### src/rtl/timer_pkg.sv
// rtl/timer_pkg.sv - shared register map and bit indices for timer_irq_gen
package timer_pkg;

    // Word-aligned register offsets within the 5-bit byte address space
    localparam logic [4:0] TMR_CTRL   = 5'h00;
    localparam logic [4:0] TMR_COUNT  = 5'h04;
    localparam logic [4:0] TMR_CMP    = 5'h08;
    localparam logic [4:0] TMR_STATUS = 5'h0C;
    localparam logic [4:0] TMR_PRESC  = 5'h10;

    // CTRL bit indices
    localparam int CTRL_EN       = 0;
    localparam int CTRL_IE       = 1;
    localparam int CTRL_PERIODIC = 2;

    // STATUS bit indices
    localparam int STAT_PEND = 0;

    // Byte address with the ignored low bits forced to zero
    function automatic logic [4:0] word_addr(input logic [4:0] addr);
        return {addr[4:2], 2'b00};
    endfunction

endpackage

### src/rtl/timer_irq_gen_if.sv
// rtl/timer_irq_gen_if.sv - data-memory bus bundle for the timer register block
// Signals:
//   bus_we    - write strobe, one cycle per access
//   bus_re    - read strobe, one cycle per access
//   bus_addr  - byte address, bits [1:0] ignored
//   bus_wdata - write data
//   bus_rdata - registered read data (one cycle latency)
interface timer_bus_if;
    logic        bus_we;
    logic        bus_re;
    logic [4:0]  bus_addr;
    logic [31:0] bus_wdata;
    logic [31:0] bus_rdata;

    modport master (output bus_we, bus_re, bus_addr, bus_wdata, input bus_rdata);
    modport slave  (input bus_we, bus_re, bus_addr, bus_wdata, output bus_rdata);
endinterface

### src/rtl/timer_prescaler.sv
// rtl/timer_prescaler.sv - divides the clock into one-cycle ticks every presc+1 cycles
// Ports:
//   clk, rst - clock, asynchronous active-high reset
//   en       - run enable; counter is held at zero while low
//   presc    - terminal count; tick fires when the counter equals it
//   tick     - one-cycle pulse, combinational from the counter flop
module timer_prescaler #(
    parameter int PRESC_W = 16
) (
    input  logic               clk,
    input  logic               rst,
    input  logic               en,
    input  logic [PRESC_W-1:0] presc,
    output logic               tick
);

    logic [PRESC_W-1:0] cnt_q, cnt_d;

    always_comb begin
        tick  = en && (cnt_q == presc);
        cnt_d = '0;
        if (en && !tick) begin
            cnt_d = cnt_q + PRESC_W'(1);
        end
    end

    always_ff @(posedge clk or posedge rst) begin
        if (rst) begin
            cnt_q <= '0;
        end else begin
            cnt_q <= cnt_d;
        end
    end

endmodule

### src/rtl/timer_irq_gen.sv
// rtl/timer_irq_gen.sv - memory-mapped machine timer raising a level timer interrupt
// Ports:
//   clk, rst    - clock, asynchronous active-high reset
//   bus         - timer_bus_if.slave register access (CTRL, COUNT, CMP, STATUS, PRESC)
//   irq_done_i  - handler-complete acknowledge, clears PEND
//   irq_timer_o - level interrupt request, PEND & IE
// Build option TIMER_PERIODIC_EN: implements CTRL.PERIODIC (auto-reload of COUNT
// to zero on match); when undefined the bit is not stored and reads zero.
module timer_irq_gen
    import timer_pkg::*;
#(
    parameter int                 CNT_W     = 32,
    parameter int                 PRESC_W   = 16,
    parameter logic [CNT_W-1:0]   RESET_CMP = {CNT_W{1'b1}}
) (
    input  logic         clk,
    input  logic         rst,
    timer_bus_if.slave   bus,
    input  logic         irq_done_i,
    output logic         irq_timer_o
);

    logic               en_q, en_d, ie_q, ie_d, pend_q, pend_d;
    logic [CNT_W-1:0]   count_q, count_d, cmp_q, cmp_d, count_next;
    logic [PRESC_W-1:0] presc_q, presc_d;
    logic [31:0]        rdata_q, rdata_d;
    logic [4:0]         waddr;
    logic               wr_ctrl, wr_count, wr_cmp, wr_status, wr_presc;
    logic               tick, match, periodic;

    assign waddr     = word_addr(bus.bus_addr);
    assign wr_ctrl   = bus.bus_we && (waddr == TMR_CTRL);
    assign wr_count  = bus.bus_we && (waddr == TMR_COUNT);
    assign wr_cmp    = bus.bus_we && (waddr == TMR_CMP);
    assign wr_status = bus.bus_we && (waddr == TMR_STATUS);
    assign wr_presc  = bus.bus_we && (waddr == TMR_PRESC);

`ifdef TIMER_PERIODIC_EN
    logic per_q, per_d;
    always_comb begin
        per_d = per_q;
        if (wr_ctrl) begin
            per_d = bus.bus_wdata[CTRL_PERIODIC];
        end
    end
    always_ff @(posedge clk or posedge rst) begin
        if (rst) begin
            per_q <= 1'b0;
        end else begin
            per_q <= per_d;
        end
    end
    assign periodic = per_q;
`else
    assign periodic = 1'b0;
`endif

    // The prescaler only runs while EN is set both before and after this edge:
    // the enabling edge starts from zero, and a disabling write zeroes it at once.
    timer_prescaler #(.PRESC_W(PRESC_W)) u_prescaler (
        .clk   (clk),
        .rst   (rst),
        .en    (en_q && en_d),
        .presc (presc_q),
        .tick  (tick)
    );

    assign count_next = count_q + CNT_W'(1);
    // Compare uses the pre-write CMP, so a same-cycle CMP write affects later ticks only.
    assign match      = tick && (count_next == cmp_q);

    always_comb begin
        en_d    = en_q;
        ie_d    = ie_q;
        count_d = count_q;
        cmp_d   = cmp_q;
        presc_d = presc_q;
        pend_d  = pend_q;
        rdata_d = rdata_q;

        if (tick) begin
            count_d = (match && periodic) ? '0 : count_next;
        end

        if (wr_ctrl) begin
            en_d = bus.bus_wdata[CTRL_EN];
            ie_d = bus.bus_wdata[CTRL_IE];
        end
        // Software COUNT write overrides the tick update on the same edge.
        if (wr_count) count_d = CNT_W'(bus.bus_wdata);
        if (wr_cmp)   cmp_d   = CNT_W'(bus.bus_wdata);
        if (wr_presc) presc_d = PRESC_W'(bus.bus_wdata);

        // Set has priority over clear so a match coinciding with an ack is kept.
        if (match) begin
            pend_d = 1'b1;
        end else if ((irq_done_i && pend_q) || (wr_status && bus.bus_wdata[STAT_PEND])) begin
            pend_d = 1'b0;
        end

        // Read mux looks at current flops, so a same-cycle write is not yet visible.
        if (bus.bus_re) begin
            case (waddr)
                TMR_CTRL:   rdata_d = {29'b0, periodic, ie_q, en_q};
                TMR_COUNT:  rdata_d = 32'(count_q);
                TMR_CMP:    rdata_d = 32'(cmp_q);
                TMR_STATUS: rdata_d = {31'b0, pend_q};
                TMR_PRESC:  rdata_d = 32'(presc_q);
                default:    rdata_d = '0;
            endcase
        end
    end

    always_ff @(posedge clk or posedge rst) begin
        if (rst) begin
            en_q    <= 1'b0;
            ie_q    <= 1'b0;
            count_q <= '0;
            cmp_q   <= RESET_CMP;
            presc_q <= '0;
            pend_q  <= 1'b0;
            rdata_q <= '0;
        end else begin
            en_q    <= en_d;
            ie_q    <= ie_d;
            count_q <= count_d;
            cmp_q   <= cmp_d;
            presc_q <= presc_d;
            pend_q  <= pend_d;
            rdata_q <= rdata_d;
        end
    end

    assign bus.bus_rdata = rdata_q;
    assign irq_timer_o   = pend_q & ie_q;

endmodule

### src/flat_wrapper.sv
// flat-port wrapper written by rule: the top's interface ports become plain ports
module timer_irq_gen_flat import timer_pkg::*;
#(
    parameter int                 CNT_W     = 32,
    parameter int                 PRESC_W   = 16,
    parameter logic [CNT_W-1:0]   RESET_CMP = {CNT_W{1'b1}}
)
  (clk, rst, irq_done_i, irq_timer_o, bus_bus_we, bus_bus_re, bus_bus_addr, bus_bus_wdata, bus_bus_rdata);
  timer_bus_if bus_i ();
  input  logic clk;
  input  logic rst;
  input  logic irq_done_i;
  output logic irq_timer_o;
  input wire logic [$bits(bus_i.bus_we)-1:0] bus_bus_we;
  input wire logic [$bits(bus_i.bus_re)-1:0] bus_bus_re;
  input wire logic [$bits(bus_i.bus_addr)-1:0] bus_bus_addr;
  input wire logic [$bits(bus_i.bus_wdata)-1:0] bus_bus_wdata;
  output wire logic [$bits(bus_i.bus_rdata)-1:0] bus_bus_rdata;
  assign bus_i.bus_we = bus_bus_we;
  assign bus_i.bus_re = bus_bus_re;
  assign bus_i.bus_addr = bus_bus_addr;
  assign bus_i.bus_wdata = bus_bus_wdata;
  assign bus_bus_rdata = bus_i.bus_rdata;
  timer_irq_gen #(.CNT_W(CNT_W), .PRESC_W(PRESC_W), .RESET_CMP(RESET_CMP)) u_core (.clk(clk), .rst(rst), .bus(bus_i), .irq_done_i(irq_done_i), .irq_timer_o(irq_timer_o));
endmodule
### config.mk
export PLATFORM = sky130hd
export DESIGN_NAME = timer_irq_gen_flat
export DESIGN_NICKNAME = d
export VERILOG_FILES = /design/src/rtl/timer_pkg.sv /design/src/rtl/timer_irq_gen_if.sv /design/src/rtl/timer_prescaler.sv /design/src/rtl/timer_irq_gen.sv /design/src/flat_wrapper.sv
export SDC_FILE = /design/constraint.sdc
export NUM_CORES = 1
export LEC_CHECK = 0
export ABC_CLOCK_PERIOD_IN_PS = 5100
export BUFFER_PORTS_ARGS = -buffer_cell sky130_fd_sc_hd__buf_2
export CORE_UTILIZATION = 52
export DETAILED_ROUTE_END_ITERATION = 10
export PLACE_DENSITY = 0.84
export SLEW_MARGIN = 20
export SYNTH_ARGS = -nofsm -noshare
export SYNTH_HDL_FRONTEND = slang
export SYNTH_SLANG_ARGS = --single-unit
### constraint.sdc
create_clock -name clk -period 5.1 [get_ports clk]
set_input_delay 0.51 -clock clk [delete_from_list [all_inputs] [get_ports clk]]
set_output_delay 0.51 -clock clk [all_outputs]
set_load 0.1 [all_outputs]
==> flow_metrics.env, run 1 <==
export IMPL_reg2reg_depth=8
export IMPL_vias=5727
export IMPL_synth_ff_type="dfrtp_1"
export IMPL_synth_cell_types=53
export IMPL_finalSetupTns_ns=0
export IMPL_required_ns=5.46
export IMPL_synth_area_leaders="dfrtp_1 34%, dfstp_2 11%, xnor2_1 11%"
export IMPL_drive_gt1_frac=0.2494
export IMPL_die_area_mm2=0.01464
export IMPL_row_count=43
export IMPL_synth_area_mm2=0.007361
export IMPL_critical_path_arrival_ns=3.26
export IMPL_fmax_mhz=345.2
export IMPL_avgViaCountPerCell=5.779
export IMPL_postCtsHoldBufs=1
export IMPL_drt_iter0_markers=552
export IMPL_fin_crit_ns=2.897
export IMPL_clk_pin_slew_worst_paths_ns=0.06
export IMPL_wl_per_cell_um=17.89
export IMPL_synth_edff_count=0
export IMPL_rsz0062_at_grt="no"
export IMPL_hold_violations=0
export IMPL_avgSynthCellArea_um2=9.762
export IMPL_insertion_delay_ns=0.43
export IMPL_synthArstFlopShare=1.000
export IMPL_finClkSkew_ns=0.007516
export IMPL_ys_warn_count=0
export IMPL_tightest_slew_ns=1.104
export IMPL_yosys_top_cells_count="99 x dfrtp_1, 90 x xnor2_1, 58 x nor2_1"
export IMPL_port_buffer_count=72
export IMPL_start_util=0.5324
export IMPL_crit_type="reg2reg"
export IMPL_post_cts_resized=0
export IMPL_cts_root_buffer="clkbuf_16"
export IMPL_clock_sinks=131
export IMPL_relSlewSlack=0.2626
export IMPL_cp_start_kind="flop"
export IMPL_status="finished clean"
export IMPL_drc_errors=0
export IMPL_wirelength_mm=17.73
export IMPL_r2r_slack_ns=2.20
export IMPL_period_share=0.5681
export IMPL_maxCapViolations=0
export IMPL_cts_setup_buffers=0
export IMPL_grt_pass1_wl_mm=28.78
export IMPL_drtPass1Iterations=5
export IMPL_synth_area_leader_cell="dfrtp_1"
export IMPL_ir_drop_mv=0.2481
export IMPL_dpl_hpwl_mm=11.84
export IMPL_clockBufferDepth=2
export IMPL_rr_startpoint="u_core.count_q[0]$_DFFE_PP0P_"
export IMPL_ios=75
export IMPL_r2r_end="u_core.pend_q$_DFFE_PP0P_"
export IMPL_antenna_found_initial=0
export IMPL_cpPeakStageDelay_ns=0.73
export IMPL_synth_seq_cells=131
export IMPL_min_path_cells=3
export IMPL_grt_pass1_vias=5670
export IMPL_yosysSeqAreaShare=0.4508
export IMPL_dieHeight_um=121.0
export IMPL_yosysMostFrequentCell="dfrtp_1"
export IMPL_fin_nets=841
export IMPL_hold_path_end="u_core.count_q[29]$_DFFE_PP0P_"
export IMPL_finalMaxSlewViolations=0
export IMPL_crit_path_cell_trace="ha_1 > nand3_2 > nor4_1 > nand4_1 > xnor2_1 > a311oi_1 > and4_1 > a31o_1"
export IMPL_overflow=0
export IMPL_numCtsBuffers=17
export IMPL_p_leak_nw=3.245
export IMPL_worst_path_buf_inv=0
export IMPL_cpMaxStageDelayCell="nor4_1"
export IMPL_grt_max_degree=73
export IMPL_hp_class="in2reg"
export IMPL_yosysTopAreaCellShare=0.3366
export IMPL_critical_path_top_delay_family="simple AND/OR/NAND/NOR gates"
export IMPL_place_congestion=0.8462
export IMPL_hold_ws_ns=0.3053
export IMPL_endpoint_kind="flop"
export IMPL_synthesis_nets=798
export IMPL_htree_levels=4
export IMPL_finalSetupViolCount=0
export IMPL_worstHoldStart="bus_bus_wdata[29]"
export IMPL_syn_to_final_growth_pct=13.00
export IMPL_ant_nets=0
export IMPL_cts_tree="yes"
export IMPL_cp_max_fo=10
export IMPL_grt_usage=0.2588
export IMPL_core_area_mm2=0.01383
export IMPL_synthCells=754
export IMPL_die_w_um=121.0
export IMPL_power_density_mw_per_mm2=410.0
power breakdown:
group | internal (W) | switching, W | total [W]
logic | 0.000326 | 0.000458 | 0.000784
registers | 0.00125 | 0.000222 | 0.00147
clock network | 0.000727 | 0.000432 | 0.00116
total | 0.00230 | 0.00111 | 0.00341
worst max-delay path by stage:
stage,slack [ns],startpoint,endpoint,depth (start not counted)
floorplan,1.15,rst,u_core.bus.bus_rdata[0]$_DFFE_PP0P_,1
global placement,2.14,bus_bus_addr[2],u_core.count_q[0]$_DFFE_PP0P_,7
detailed placement,1.99,bus_bus_addr[2],u_core.count_q[18]$_DFFE_PP0P_,7
CTS,2.26,u_core.count_q[0]$_DFFE_PP0P_,u_core.pend_q$_DFFE_PP0P_,8
global route,1.97,u_core.count_q[0]$_DFFE_PP0P_,u_core.pend_q$_DFFE_PP0P_,8
finish,2.20,u_core.count_q[0]$_DFFE_PP0P_,u_core.pend_q$_DFFE_PP0P_,8
stage by stage:
step	std cells	area (um^2)	setup WS, ns	total power, W	utilization
4_1_cts	990	8313	2.263	0.003424	0.6012
3_3_place_gp	957	7752	2.143	0.002227	0.5607
3_5_place_dp	957	7752	1.989	0.002254	0.5607
5_1_grt	990	8315	1.973	0.003554	0.6014
2_1_floorplan	754	7361	1.145	0.002081	-
6_report	991	8318	2.203	0.003410	0.6016
registers in the layout (all words and copies together), names as in the netlist:
register	count
u_core.en_q	1
u_core.presc_q	16
u_core.cmp_q	32
u_core.u_prescaler.cnt_q	16
u_core.count_q	32
u_core.bus.bus_rdata	32
u_core.pend_q	1
u_core.ie_q	1
cell type report:
type,count,area [um^2]
multi-input cells,525,3635
fillers,1130,5509
clock buffers,25,465.4
repair buffers,81,430.4
diodes,1,2.502
clock inverters,7,85.08
inverters,41,156.4
flip-flops and latches,131,3318
well taps,180,225.2
cells by family after synthesis:
| kind of cell | count (synthesis) | share of synthesized area |
|---|---|---|
| multiplexers | 52 | 0.07870 |
| AO/OA/AOI/OAI | 139 | 0.1164 |
| flip-flops | 131 | 0.4508 |
| buffers and inverters | 98 | 0.05762 |
| adder cells (fa/ha/maj) | 2 | 0.003399 |
| XOR/XNOR | 111 | 0.1341 |
| AND/OR/NAND/NOR | 221 | 0.1589 |
worst min-delay path, delay by kind of cell:
family,cells,cell delay (ns)
buf+inv,1,0.08
simple gates,1,0.04
compound gates,1,0.06
cells in the final DEF (no fill, tap or decap), drive strengths merged, types with 2 or more instances in the layout:
master,n
dfstp,32
nand2,54
xnor2,90
a2111oi,3
mux2i,5
nor3b,2
nor3,19
o22ai,32
nor2,58
nand2b,5
ha,2
a41oi,2
a21oi,19
nand3,22
clkbuf,25
xor2,20
clkinv,5
buf,80
and4,7
and2,4
a31oi,2
a22oi,30
mux2,47
inv,41
dfrtp,99
nor2b,10
bufinv,2
or3,4
and3,4
nand4,17
or2,4
o21ai,44
nor4,11
per-layer routing:
| layer | share of wire | track usage | up-vias | wire length (um) |
|---|---|---|---|---|
| li1 | - | - | 2701 | - |
| met1 | 0.43 | 0.3264 | 2771 | 7570 |
| met2 | 0.49 | 0.4246 | 220 | 8651 |
| met3 | 0.059 | 0.05639 | 35 | 1052 |
| met4 | 0.025 | 0.1181 | 0 | 451 |
| met5 | 0 | 0 | - | 0 |
(Power assumes the default switching activity.)
==> run 2: changes to the inputs <==
--- a/config.mk
+++ b/config.mk
@@ -5,7 +5,7 @@
 export SDC_FILE = /design/constraint.sdc
 export NUM_CORES = 1
 export LEC_CHECK = 0
-export ABC_CLOCK_PERIOD_IN_PS = 5100
+export ABC_CLOCK_PERIOD_IN_PS = 3000
 export BUFFER_PORTS_ARGS = -buffer_cell sky130_fd_sc_hd__buf_2
 export CORE_UTILIZATION = 52
 export DETAILED_ROUTE_END_ITERATION = 10
==> constraint.sdc (replaced) <==
create_clock -name clk -period 3 [get_ports clk]
set_input_delay 0.3 -clock clk [delete_from_list [all_inputs] [get_ports clk]]
set_output_delay 0.3 -clock clk [all_outputs]
set_load 0.1 [all_outputs]
==> flow_metrics.env, run 2 (same netlist as run 1, synthesis figures left out) <==
export IMPL_cts_tree="yes"
export IMPL_post_cts_resized=0
export IMPL_period_share=0.9184
export IMPL_final_cell_mix="99 x dfrtp_1, 90 x xnor2_1, 72 x buf_2, 58 x nor2_1, 54 x nand2_1"
export IMPL_rsz0062_at_grt="no"
export IMPL_status="finished clean"
export IMPL_stdcell_area_mm2=0.008466
export IMPL_place_area_mm2=0.007851
export IMPL_hold_violations=0
export IMPL_grt_max_degree=60
export IMPL_die_area_mm2=0.01464
export IMPL_power_density_mw_per_mm2=705.0
export IMPL_cp_max_fo=10
export IMPL_ant_nets=0
export IMPL_drc_errors=0
export IMPL_cp_startpoint="u_core.count_q[0]$_DFFE_PP0P_"
export IMPL_insertion_delay_ns=0.43
export IMPL_clockBufferDepth=2
export IMPL_ios=75
export IMPL_required_ns=3.36
export IMPL_relSlewSlack=0.4811
export IMPL_numCtsBuffers=17
export IMPL_grt_pass1_vias=5646
export IMPL_wl_per_cell_um=17.78
export IMPL_ir_drop_mv=0.4993
export IMPL_postCtsHoldBufs=0
export IMPL_rr_startpoint="u_core.count_q[0]$_DFFE_PP0P_"
export IMPL_place_congestion=0.8804
export IMPL_port_buffer_count=72
export IMPL_avgViaCountPerCell=5.813
export IMPL_dieHeight_um=121.0
export IMPL_n_antenna_cell=0
export IMPL_dpl_hpwl_mm=12.32
export IMPL_drtPass1Iterations=6
export IMPL_die_w_um=121.0
export IMPL_row_count=43
export IMPL_maxCapViolations=0
export IMPL_cts_root_buffer="clkbuf_16"
export IMPL_clk_pin_slew_worst_paths_ns=0.06
export IMPL_endpoint_kind="flop"
export IMPL_htree_levels=4
export IMPL_grt_usage=0.2591
export IMPL_start_util=0.5324
export IMPL_critical_path_arrival_ns=3.12
export IMPL_finalSetupViolCount=0
export IMPL_finalSetupTns_ns=0
export IMPL_overflow=0
export IMPL_vias=5784
export IMPL_tightest_slew_ns=0.7767
export IMPL_syn_to_final_growth_pct=15.01
export IMPL_fin_nets=848
export IMPL_drt_iter0_markers=527
export IMPL_finalMaxSlewViolations=0
export IMPL_core_area_mm2=0.01383
export IMPL_fin_crit_ns=2.755
export IMPL_cp_start_kind="flop"
export IMPL_grt_pass1_wl_mm=29.00
export IMPL_final_common_cell="dfrtp_1"
export IMPL_drive_gt1_frac=0.2613
export IMPL_crit_type="reg2reg"
export IMPL_antenna_found_initial=0
export IMPL_fmax_mhz=362.9
export IMPL_p_leak_nw=3.315
export IMPL_wirelength_mm=17.69
export IMPL_cts_setup_buffers=0
export IMPL_finClkSkew_ns=0.01283
export IMPL_hp_class="in2async"
export IMPL_clock_sinks=131
==> run 2: changes by cell type in the layout (fill, tap and decap cells not counted), moves of 3 or more <==
cell      previous run  this run
buf_12               0         3
clkinv_2             5         1
buf_4                8        13
clkbuf_8             1         8
clkbuf_1             7         2
==> run 2: worst max-delay path: stages (launching register included) <==
cell and delay (ns):
dfrtp_1 0.47, ha_1 0.28, nand3_2 0.25, nor4_4 0.52, nand4_1 0.17, xor3_1 0.23, nand3_1 0.08, a2111oi_0 0.47
a31o_1 0.22
==> run 2: stage by stage <==
stage / instances / util / power, W / hold slack [ns] / setup slack (ns)
CTS: 995 / 0.6118 / 0.005984 / 0.02880 / 0.3247
global route: 995 / 0.6123 / 0.006228 / 0.06925 / 0.1147
detailed placement: 965 / 0.5678 / 0.003843 / 0.4749 / 0.3144
floorplan: 754 / - / 0.003538 / 0.4090 / 0.7195
global placement: 965 / 0.5678 / 0.003797 / 0.4747 / 0.3676
finish: 995 / 0.6123 / 0.005968 / 0.01007 / 0.2447
==> run 2: final cells by class <==
type	instances	area, um^2
clock buffer	27	543.0
clock inverter	3	65.06
fill	1125	5361
inverter	41	157.7
multi-input combinational	525	3638
sequential	131	3318
tap	180	225.2
timing repair buffer	88	518.0
==> run 2: metal layers <==
metal,vias to the layer above,GRT usage,share of wire
li1,2709,-,-
met1,2830,0.3441,0.44
met2,204,0.4061,0.47
met3,41,0.05498,0.056
met4,0,0.1188,0.032
met5,-,0,0
==> run 2: final timing paths <==
kind,end,slack (ns),cells after the start
worst max-delay path,u_core.pend_q$_DFFE_PP0P_,0.24,8
worst max register to register,u_core.pend_q$_DFFE_PP0P_,0.24,8
min in group clk,u_core.count_q[25]$_DFFE_PP0P_,0.10,3
worst min register to register,u_core.bus.bus_rdata[23]$_DFFE_PP0P_,0.52,2
max in group asynchronous,u_core.cmp_q[31]$_DFFE_PP1P_,2.20,3
worst min-delay path,u_core.presc_q[11]$_DFFE_PP0P_,0.01,2
==> run 2: where the power goes <==
group	internal, W	total (W)	switching, W
clock	0.00139	0.00213	0.000736
combinational	0.000561	0.00134	0.000778
sequential	0.00212	0.00250	0.000385
==> run 3: changes to the inputs <==
--- a/config.mk
+++ b/config.mk
@@ -8,7 +8,9 @@
 export ABC_CLOCK_PERIOD_IN_PS = 3000
 export BUFFER_PORTS_ARGS = -buffer_cell sky130_fd_sc_hd__buf_2
 export CORE_UTILIZATION = 52
+export CTS_CLUSTER_DIAMETER = 60
 export DETAILED_ROUTE_END_ITERATION = 10
+export HOLD_SLACK_MARGIN = 0.08
 export PLACE_DENSITY = 0.84
 export SLEW_MARGIN = 20
 export SYNTH_ARGS = -nofsm -noshare
==> flow_metrics.env, run 3 (same netlist as run 1, synthesis figures left out) <==
export IMPL_status="finished clean"
export IMPL_wl_per_cell_um=17.70
export IMPL_utilization=0.6130
export IMPL_ant_nets=0
export IMPL_grt_max_degree=60
export IMPL_multiInputGateArea_mm2=0.003638
export IMPL_seqCellArea_mm2=0.003318
export IMPL_n_fill_cell=1122
export IMPL_rsz0062_at_grt="no"
export IMPL_endpoint_kind="flop"
export IMPL_p_leak_nw=3.319
export IMPL_dpl_hpwl_mm=12.32
export IMPL_critical_path_arrival_ns=3.13
export IMPL_place_inst=965
export IMPL_maxCapViolations=0
export IMPL_worst_path_buf_inv=0
export IMPL_hold_violations=0
export IMPL_reg2reg_depth=8
export IMPL_vias=5729
export IMPL_dieHeight_um=121.0
export IMPL_hp_class="in2reg"
export IMPL_clock_sinks=131
export IMPL_cts_root_buffer="clkbuf_16"
export IMPL_overflow=0
export IMPL_finalSetupTns_ns=0
export IMPL_r2r_end="u_core.pend_q$_DFFE_PP0P_"
export IMPL_clockBufferDepth=2
export IMPL_antenna_found_initial=0
export IMPL_fin_nets=849
export IMPL_cts_tree="yes"
export IMPL_finClkSkew_ns=0.01172
export IMPL_grt_usage=0.2591
export IMPL_row_count=43
export IMPL_grt_pass1_vias=5646
export IMPL_grt_pass1_wl_mm=29.00
export IMPL_cpMaxStageDelayCell="nor4_4"
export IMPL_drt_iter0_markers=514
export IMPL_drc_errors=0
export IMPL_drtPass1Iterations=5
export IMPL_fmax_mhz=361.4
export IMPL_period_share=0.9225
export IMPL_fin_crit_ns=2.767
export IMPL_ir_drop_mv=0.4986
export IMPL_finalMaxSlewViolations=0
export IMPL_drive_gt1_frac=0.2610
export IMPL_clk_pin_slew_worst_paths_ns=0.06
export IMPL_relSlewSlack=0.4807
export IMPL_cp_max_fo=10
export IMPL_htree_levels=4
export IMPL_insertion_delay_ns=0.43
export IMPL_wirelength_mm=17.63
export IMPL_pre_cts_ws_ns=0.3144
export IMPL_total_power_w=0.005962
export IMPL_syn_to_final_growth_pct=15.15
export IMPL_rr_startpoint="u_core.count_q[0]$_DFFE_PP0P_"
export IMPL_ios=75
export IMPL_avgViaCountPerCell=5.752
export IMPL_min_path_cells=3
export IMPL_crit_type="reg2reg"
export IMPL_tightest_slew_ns=0.7773
export IMPL_cpPeakStageDelay_ns=0.52
export IMPL_final_common_cell="dfrtp_1"
export IMPL_cp_start_kind="flop"
export IMPL_required_ns=3.36
export IMPL_cts_setup_buffers=0
export IMPL_power_density_mw_per_mm2=703.5
export IMPL_finalSetupViolCount=0
export IMPL_port_buffer_count=72
export IMPL_final_cell_mix="99 x dfrtp_1, 90 x xnor2_1, 72 x buf_2, 58 x nor2_1, 54 x nand2_1"
export IMPL_worst_slack_ns=0.2326
export IMPL_start_util=0.5324
export IMPL_die_w_um=121.0
export IMPL_stdcell_count=996
export IMPL_worstHoldStart="bus_bus_wdata[22]"
export IMPL_place_congestion=0.8804
export IMPL_critical_path_top_delay_family="simple AND/OR/NAND/NOR gates"
export IMPL_numCtsBuffers=17
export IMPL_r2r_slack_ns=0.23
export IMPL_die_area_mm2=0.01464
export IMPL_core_area_mm2=0.01383
export IMPL_hold_path_end="u_core.count_q[22]$_DFFE_PP0P_"
export IMPL_n_antenna_cell=0
export IMPL_crit_path_cell_trace="ha_1 > nand3_2 > nor4_4 > nand4_1 > xor3_1 > nand3_1 > a2111oi_0 > a31o_1"
## run 3: worst register-to-register path, stage by stage (launching register included)
cell	delay, ns
dfrtp_1	0.48
ha_1	0.28
nand3_2	0.26
nor4_4	0.52
nand4_1	0.17
xor3_1	0.23
nand3_1	0.08
a2111oi_0	0.47
a31o_1	0.22
## run 3: stage by stage
stage / area [um^2] / hold slack [ns]
4_1_cts: 8469 / 0.09229
3_3_place_gp: 7851 / 0.4747
3_5_place_dp: 7851 / 0.4749
6_report: 8476 / 0.1024
2_1_floorplan: 7365 / 0.4090
5_1_grt: 8476 / 0.09897
## run 3: timing repair
item | in CTS | in global routing
hold buffers | 1 | 0
endpoints found under the setup margin | 0 | 1
hold endpoints to repair | 19 | 0
gates resized for setup | 0 | 1
## run 3: area by class of cell
class | count | share of cell area
clock buffer | 27 | 0.06407
timing repair buffer | 89 | 0.06230
multi-input combinational | 525 | 0.4293
inverter | 41 | 0.01860
clock inverter | 3 | 0.007676
tap | 180 | 0.02657
sequential | 131 | 0.3915
## run 3: per-layer routing
layer | routed length (um) | track usage | vias to the layer above
li1 | - | - | 2717
met1 | 7716 | 0.3441 | 2784
met2 | 8402 | 0.4061 | 193
met3 | 921 | 0.05498 | 35
met4 | 585 | 0.1188 | 0
met5 | 0 | 0 | -
## run 3: worst max-delay path by stage
stage	from	endpoint	slack (ns)	depth (start not counted)
2_1_floorplan	u_core.count_q[0]$_DFFE_PP0P_	u_core.pend_q$_DFFE_PP0P_	0.72	8
3_3_place_gp	u_core.count_q[0]$_DFFE_PP0P_	u_core.pend_q$_DFFE_PP0P_	0.37	8
3_5_place_dp	u_core.count_q[0]$_DFFE_PP0P_	u_core.pend_q$_DFFE_PP0P_	0.31	8
4_1_cts	u_core.count_q[0]$_DFFE_PP0P_	u_core.pend_q$_DFFE_PP0P_	0.32	8
5_1_grt	u_core.count_q[0]$_DFFE_PP0P_	u_core.pend_q$_DFFE_PP0P_	0.11	8
6_report	u_core.count_q[0]$_DFFE_PP0P_	u_core.pend_q$_DFFE_PP0P_	0.23	8
## run 3: where the power goes
group | leakage, nW | switching [W] | internal (W) | total, W
Sequential | 1.63 | 0.000384 | 0.00212 | 0.00250
Clock | 0.302 | 0.000732 | 0.00139 | 0.00212
Combinational | 1.39 | 0.000777 | 0.000562 | 0.00134
Total | 3.32 | 0.00189 | 0.00407 | 0.00596
